<file path="src/rtl/mult_booth_if.sv">
// Operand/control/result bundle for the sequential Booth multiplier;
// master is the requester, slave is the multiplier.
interface mult_booth_if #(
  parameter int WIDTH = 32
) ();
  logic [WIDTH-1:0] data_operandA;
  logic [WIDTH-1:0] data_operandB;
  logic             ctrl_MULT;
  logic [WIDTH-1:0] data_result;
  logic             data_exception;
  logic             data_resultRDY;

  modport master (
    output data_operandA,
    output data_operandB,
    output ctrl_MULT,
    input  data_result,
    input  data_exception,
    input  data_resultRDY
  );

  modport slave (
    input  data_operandA,
    input  data_operandB,
    input  ctrl_MULT,
    output data_result,
    output data_exception,
    output data_resultRDY
  );
endinterface

</file>
<file path="src/rtl/mult_booth.sv">
// Sequential signed 32x32 Booth multiplier: low product word plus signed-overflow flag.
// Radix-2 by default (33-cycle latency); define MULT_BOOTH_RADIX4_EN for radix-4 (17 cycles).
module mult_booth #(
  parameter int WIDTH = 32,
  parameter int CNT_W = 6
) (
  input logic         clock,
  input logic         reset_n,
  mult_booth_if.slave bus
);

`ifdef MULT_BOOTH_RADIX4_EN
  localparam int AW    = WIDTH + 2;
  localparam int SHIFT = 2;
  localparam int STEPS = WIDTH / 2;
`else
  localparam int AW    = WIDTH + 1;
  localparam int SHIFT = 1;
  localparam int STEPS = WIDTH;
`endif
  localparam logic [CNT_W-1:0]     LAST = CNT_W'(STEPS - 1);
  localparam logic signed [AW-1:0] ONE  = AW'(1);

  typedef enum logic [1:0] {IDLE, RUN, DONE} state_t;

  state_t                   state;
  logic [CNT_W-1:0]         cnt;
  logic signed [WIDTH-1:0]  m;
  logic signed [AW-1:0]     acc;
  logic [WIDTH-1:0]         q;
  logic                     q_m1;
  logic [WIDTH-1:0]         result;
  logic                     exc;
  logic                     rdy;

  logic signed [AW-1:0]       m_ext;
  logic signed [AW-1:0]       acc_sum;
  logic signed [AW+WIDTH:0]   comb_in;
  logic signed [AW+WIDTH:0]   comb_sh;
  logic signed [AW-1:0]       acc_nx;
  logic [WIDTH-1:0]           q_nx;
  logic                       q_m1_nx;

  // Product fits in WIDTH bits only when P[63:31] is a pure sign extension.
  function automatic logic ovf(input logic [WIDTH:0] hi);
    return !((&hi) || (hi == '0));
  endfunction

  assign m_ext = {{(AW-WIDTH){m[WIDTH-1]}}, m};

`ifdef MULT_BOOTH_RADIX4_EN
  logic signed [AW-1:0] m2;
  assign m2 = m_ext <<< 1;

  always_comb begin
    acc_sum = acc;
    case ({q[1], q[0], q_m1})
      3'b001, 3'b010: acc_sum = acc + m_ext;
      3'b011:         acc_sum = acc + m2;
      3'b100:         acc_sum = acc + ~m2 + ONE;
      3'b101, 3'b110: acc_sum = acc + ~m_ext + ONE;
      default:        acc_sum = acc;
    endcase
  end
`else
  always_comb begin
    acc_sum = acc;
    case ({q[0], q_m1})
      2'b01:   acc_sum = acc + m_ext;
      2'b10:   acc_sum = acc + ~m_ext + ONE;
      default: acc_sum = acc;
    endcase
  end
`endif

  // Arithmetic shift of the whole {A,Q,q_-1} register by the radix step.
  assign comb_in = {acc_sum, q, q_m1};
  assign comb_sh = comb_in >>> SHIFT;
  assign acc_nx  = comb_sh[AW+WIDTH:WIDTH+1];
  assign q_nx    = comb_sh[WIDTH:1];
  assign q_m1_nx = comb_sh[0];

  always_ff @(posedge clock) begin
    if (!reset_n) begin
      state  <= IDLE;
      cnt    <= '0;
      m      <= '0;
      acc    <= '0;
      q      <= '0;
      q_m1   <= 1'b0;
      result <= '0;
      exc    <= 1'b0;
      rdy    <= 1'b0;
    end else if (bus.ctrl_MULT) begin
      // Start (or abort and restart) from any state.
      m      <= bus.data_operandA;
      q      <= bus.data_operandB;
      acc    <= '0;
      q_m1   <= 1'b0;
      cnt    <= '0;
      state  <= RUN;
      result <= '0;
      exc    <= 1'b0;
      rdy    <= 1'b0;
    end else begin
      case (state)
        RUN: begin
          acc  <= acc_nx;
          q    <= q_nx;
          q_m1 <= q_m1_nx;
          cnt  <= cnt + 1'b1;
          if (cnt == LAST) begin
            state  <= DONE;
            result <= q_nx;
            exc    <= ovf({acc_nx[WIDTH-1:0], q_nx[WIDTH-1]});
            rdy    <= 1'b1;
          end
        end
        DONE: begin
          state <= IDLE;
          rdy   <= 1'b0;
        end
        default: begin
          state <= IDLE;
          rdy   <= 1'b0;
        end
      endcase
    end
  end

  assign bus.data_result    = result;
  assign bus.data_exception = exc;
  assign bus.data_resultRDY = rdy;

endmodule

</file>
<file path="src/flat_wrapper.sv">
// flat-port wrapper written by rule: the top's interface ports become plain ports
module mult_booth_flat 
#(
  parameter int WIDTH = 32,
  parameter int CNT_W = 6
)
  (clock, reset_n, bus_data_operandA, bus_data_operandB, bus_ctrl_MULT, bus_data_result, bus_data_exception, bus_data_resultRDY);
  mult_booth_if #(.WIDTH(WIDTH)) bus_i ();
  input logic clock;
  input logic reset_n;
  input wire logic [$bits(bus_i.data_operandA)-1:0] bus_data_operandA;
  input wire logic [$bits(bus_i.data_operandB)-1:0] bus_data_operandB;
  input wire logic [$bits(bus_i.ctrl_MULT)-1:0] bus_ctrl_MULT;
  output wire logic [$bits(bus_i.data_result)-1:0] bus_data_result;
  output wire logic [$bits(bus_i.data_exception)-1:0] bus_data_exception;
  output wire logic [$bits(bus_i.data_resultRDY)-1:0] bus_data_resultRDY;
  assign bus_i.data_operandA = bus_data_operandA;
  assign bus_i.data_operandB = bus_data_operandB;
  assign bus_i.ctrl_MULT = bus_ctrl_MULT;
  assign bus_data_result = bus_i.data_result;
  assign bus_data_exception = bus_i.data_exception;
  assign bus_data_resultRDY = bus_i.data_resultRDY;
  mult_booth #(.WIDTH(WIDTH), .CNT_W(CNT_W)) u_core (.clock(clock), .reset_n(reset_n), .bus(bus_i));
endmodule
</file>
<file path="config.mk">
export PLATFORM = sky130hd
export DESIGN_NAME = mult_booth_flat
export DESIGN_NICKNAME = d
export VERILOG_FILES = /design/src/rtl/mult_booth_if.sv /design/src/rtl/mult_booth.sv /design/src/flat_wrapper.sv
export SDC_FILE = /design/constraint.sdc
export NUM_CORES = 1
export LEC_CHECK = 0
export CORE_AREA = 4 4 177 179
export DETAILED_ROUTE_END_ITERATION = 7
export DIE_AREA = 0 0 181 183
export GPL_TIMING_DRIVEN = 0
export RECOVER_POWER = 50
export SYNTH_ARGS = -nofsm -noshare
export SYNTH_HDL_FRONTEND = slang
export SYNTH_SLANG_ARGS = --single-unit
</file>
<file path="constraint.sdc">
create_clock -name clock -period 4.8 [get_ports clock]
set_input_delay 1.2 -clock clock [delete_from_list [all_inputs] [get_ports clock]]
set_output_delay 1.2 -clock clock [all_outputs]
set_load 0.01 [all_outputs]
</file>
==> qor.yml <==
cells_and_area:
  final_cell_mix: "221 x nand2_1, 188 x a21oi_1, 138 x dfxtp_1, 103 x nor2_1, 74 x nor2b_1"
  fin_nets: 1670
  area_growth_syn_to_layout_pct: 21.1
  multi_input_area_um2: 7000
  drive_gt1_frac: 0.0492
  diodes: 0
  fill_cells: 3119
  final_cell_area_um2: 12500
  fin_cells: 1936
  seq_area_um2: 2760
  fin_util: 0.424
  mostFrequentLayoutCell: "nand2_1"
clocking:
  cts_made_buffers: 17
  clk_pin_slew_ns: 0.07
  clkLatencyLatePin_ns: 0.44
  cts_tree: "done"
  numClockSinks: 138
  htreeDepth: 4
  cts_max_path_buffers: 2
  postCtsHoldBufs: 0
  cts_setup_buffers: 0
  clockRootBuffer: "clkbuf_16"
timing:
  rsz0062_at_grt: "no"
  period_share: 0.960
  fin_crit_ns: 4.61
  max_freq_mhz: 217
  fin_setup_tns_ns: 0
  hold_viol_final: 0
  drv_slew: 0
  fin_skew_ns: 0.0100
  worst_pin_slew_ns: 1.23
  finalSetupViolations: 0
  slew_headroom: 0.175
  final.setup.worst_slack_ns: 0.192
  whs_ns: 0.452
setup_path:
  arrival_ns: 4.92
  worstSetupEndpointType: "flip-flop"
  start_kind: "flip-flop"
  max_stage_delay_ns: 0.63
  slowest_stage: "a221oi_2"
  rrSetupSlack_ns: 0.19
  cp.required_ns: 5.11
  worstSetupPathType: "reg2reg"
  cp_cell_sequence: "inv_1 -> ha_1 -> nor2b_1 -> o311ai_2 -> a21oi_1 -> a221oi_2 -> xnor2_1 -> a211oi_2 -> o2111ai_1 -> or4_1 -> or4b_1 -> nor3_1 -> o211ai_1"
  path_max_fanout: 4
detailed_routing:
  wl_per_cell_um: 20.0
  drtIter0Drc: 888
  drt_wl_total_um: 38700
  drc: 0
  drtAntennaViolNets: 0
  vias_per_cell: 5.68
  dr.pass1.iters: 6
  vias: 11000
synth:
  synthCells: 1415
  synth_seq_cells: 138
  synth_warnings: 0
  async_flop_share: 0
  synth_top_flop_cell: "dfxtp_1"
  yosysSeqAreaShare: 0.267
  avgSynthCellArea_um2: 7.31
  syn-num-nets: 1552
  synthDistinctLibCells: 80
  synth-edff-count: 0
  syn_area_um2: 10300
floorplanning:
  rows: 63
  dieHeight_um: 183
  die-area_um2: 33100
  dieWidth_um: 181
  io_pins: 101
  initial_core_util: 0.350
  core_area_um2: 29600
placed_design:
  preCtsSetupSlack_ns: -0.132
  gp_congestion: 0.972
  dpl.cell_count: 1904
  place_area_um2: 11800
  port_buffers: 99
  hpwlAfterDp_um: 29700
global_route:
  grt_usage: 0.225
  grt_max_degree: 17
  grt_overflow: 0
  antenna_found_initial: 0
  grt_pass1_wl_um: 60000
  grt_pass1_vias: 10300
pwr:
  totalPowerFinal_mw: 3.47
  p_leak_nw: 4.76
  vdd_drop_max_v: 0.000282
  power.density_nw_per_um2: 277
job:
  maxCapViolCount: 0
outcome:
  status: "completed"
hold_path:
  hold_class: "reg2reg"
==> area by class of cell <==
type | instances | area share
well taps | 390 | 0.0390
clock buffers | 17 | 0.0340
inverters | 69 | 0.0207
repair buffers | 99 | 0.0791
flip-flops and latches | 138 | 0.221
multi-input cells | 1115 | 0.559
plain buffers | 93 | 0.0298
clock inverters | 15 | 0.0178
==> synth_stat cells, types with 29 or more instances <==
library cell / instances / area, um2
o21ai_0: 37 / 185
a211oi_1: 34 / 255
nor2_1: 104 / 390
ha_1: 68 / 851
clkbuf_1: 69 / 259
a21oi_1: 188 / 941
mux2i_1: 38 / 380
nand2_1: 221 / 830
nor2b_1: 74 / 463
nor3_1: 29 / 145
inv_1: 66 / 248
dfxtp_1: 138 / 2760
==> what timing repair did <==
action                     4_1_cts  5_1_grt
gates resized for setup          3       11
hold endpoints to repair         0        0
gates cloned                     0        0
setup endpoints to repair        1        1
==> layer usage <==
layer  track usage  routed length (um)
met1         0.317               17600
met2         0.355               17200
met3        0.0361                2610
met4        0.0718                1240
met5             0                   0
==> sequential cells by signal (all words and copies together) (netlist names) <==
name,cells
u_core.acc,32
u_core.bus.data_exception,1
u_core.bus.data_result,32
u_core.cnt,6
u_core.m,32
u_core.q,32
u_core.q_m1,1
u_core.state,2
==> where the power goes <==
part,internal [mW],switching [mW],leakage [nW]
Sequential,1.19,0.0422,1.13
Clock,0.853,0.643,0.318
Combinational,0.273,0.470,3.32
Total,2.31,1.16,4.76
==> cells by family (layout without fill, tap and decap cells) <==
family	count (synthesis)	in the layout	share of synthesized area
muxes	41	41	0.0400
adders and majority gates	70	70	0.0861
buffers and inverters	162	293	0.0615
AOI/OAI and AO/OA	419	419	0.266
DFF	138	138	0.267
and+or+nand+nor	559	559	0.258
xor gates and xnor gates	26	26	0.0220
==> worst max-delay path: cells and delay by family, from the launching register on <==
| kind | cells | cell delay [ns] |
|---|---|---|
| DFF | 1 | 0.40 |
| AOI/OAI and AO/OA | 6 | 2.15 |
| adders and majority gates | 1 | 0.30 |
| and+or+nand+nor | 4 | 1.37 |
| buffers and inverters | 1 | 0.10 |
| xor gates and xnor gates | 1 | 0.16 |
==> path summary, 6_finish.rpt <==
kind,endpoint,startpoint,cells past startpoint
worst max-delay path,u_core.bus.data_exception,u_core.m[1],13
worst max register to register,u_core.bus.data_exception,u_core.m[1],13
worst min register to register,u_core.bus.data_result[12],u_core.bus.data_result[12],2
worst min-delay path,u_core.bus.data_result[12],u_core.bus.data_result[12],2
Note: power is estimated with default switching activity, not from simulation.
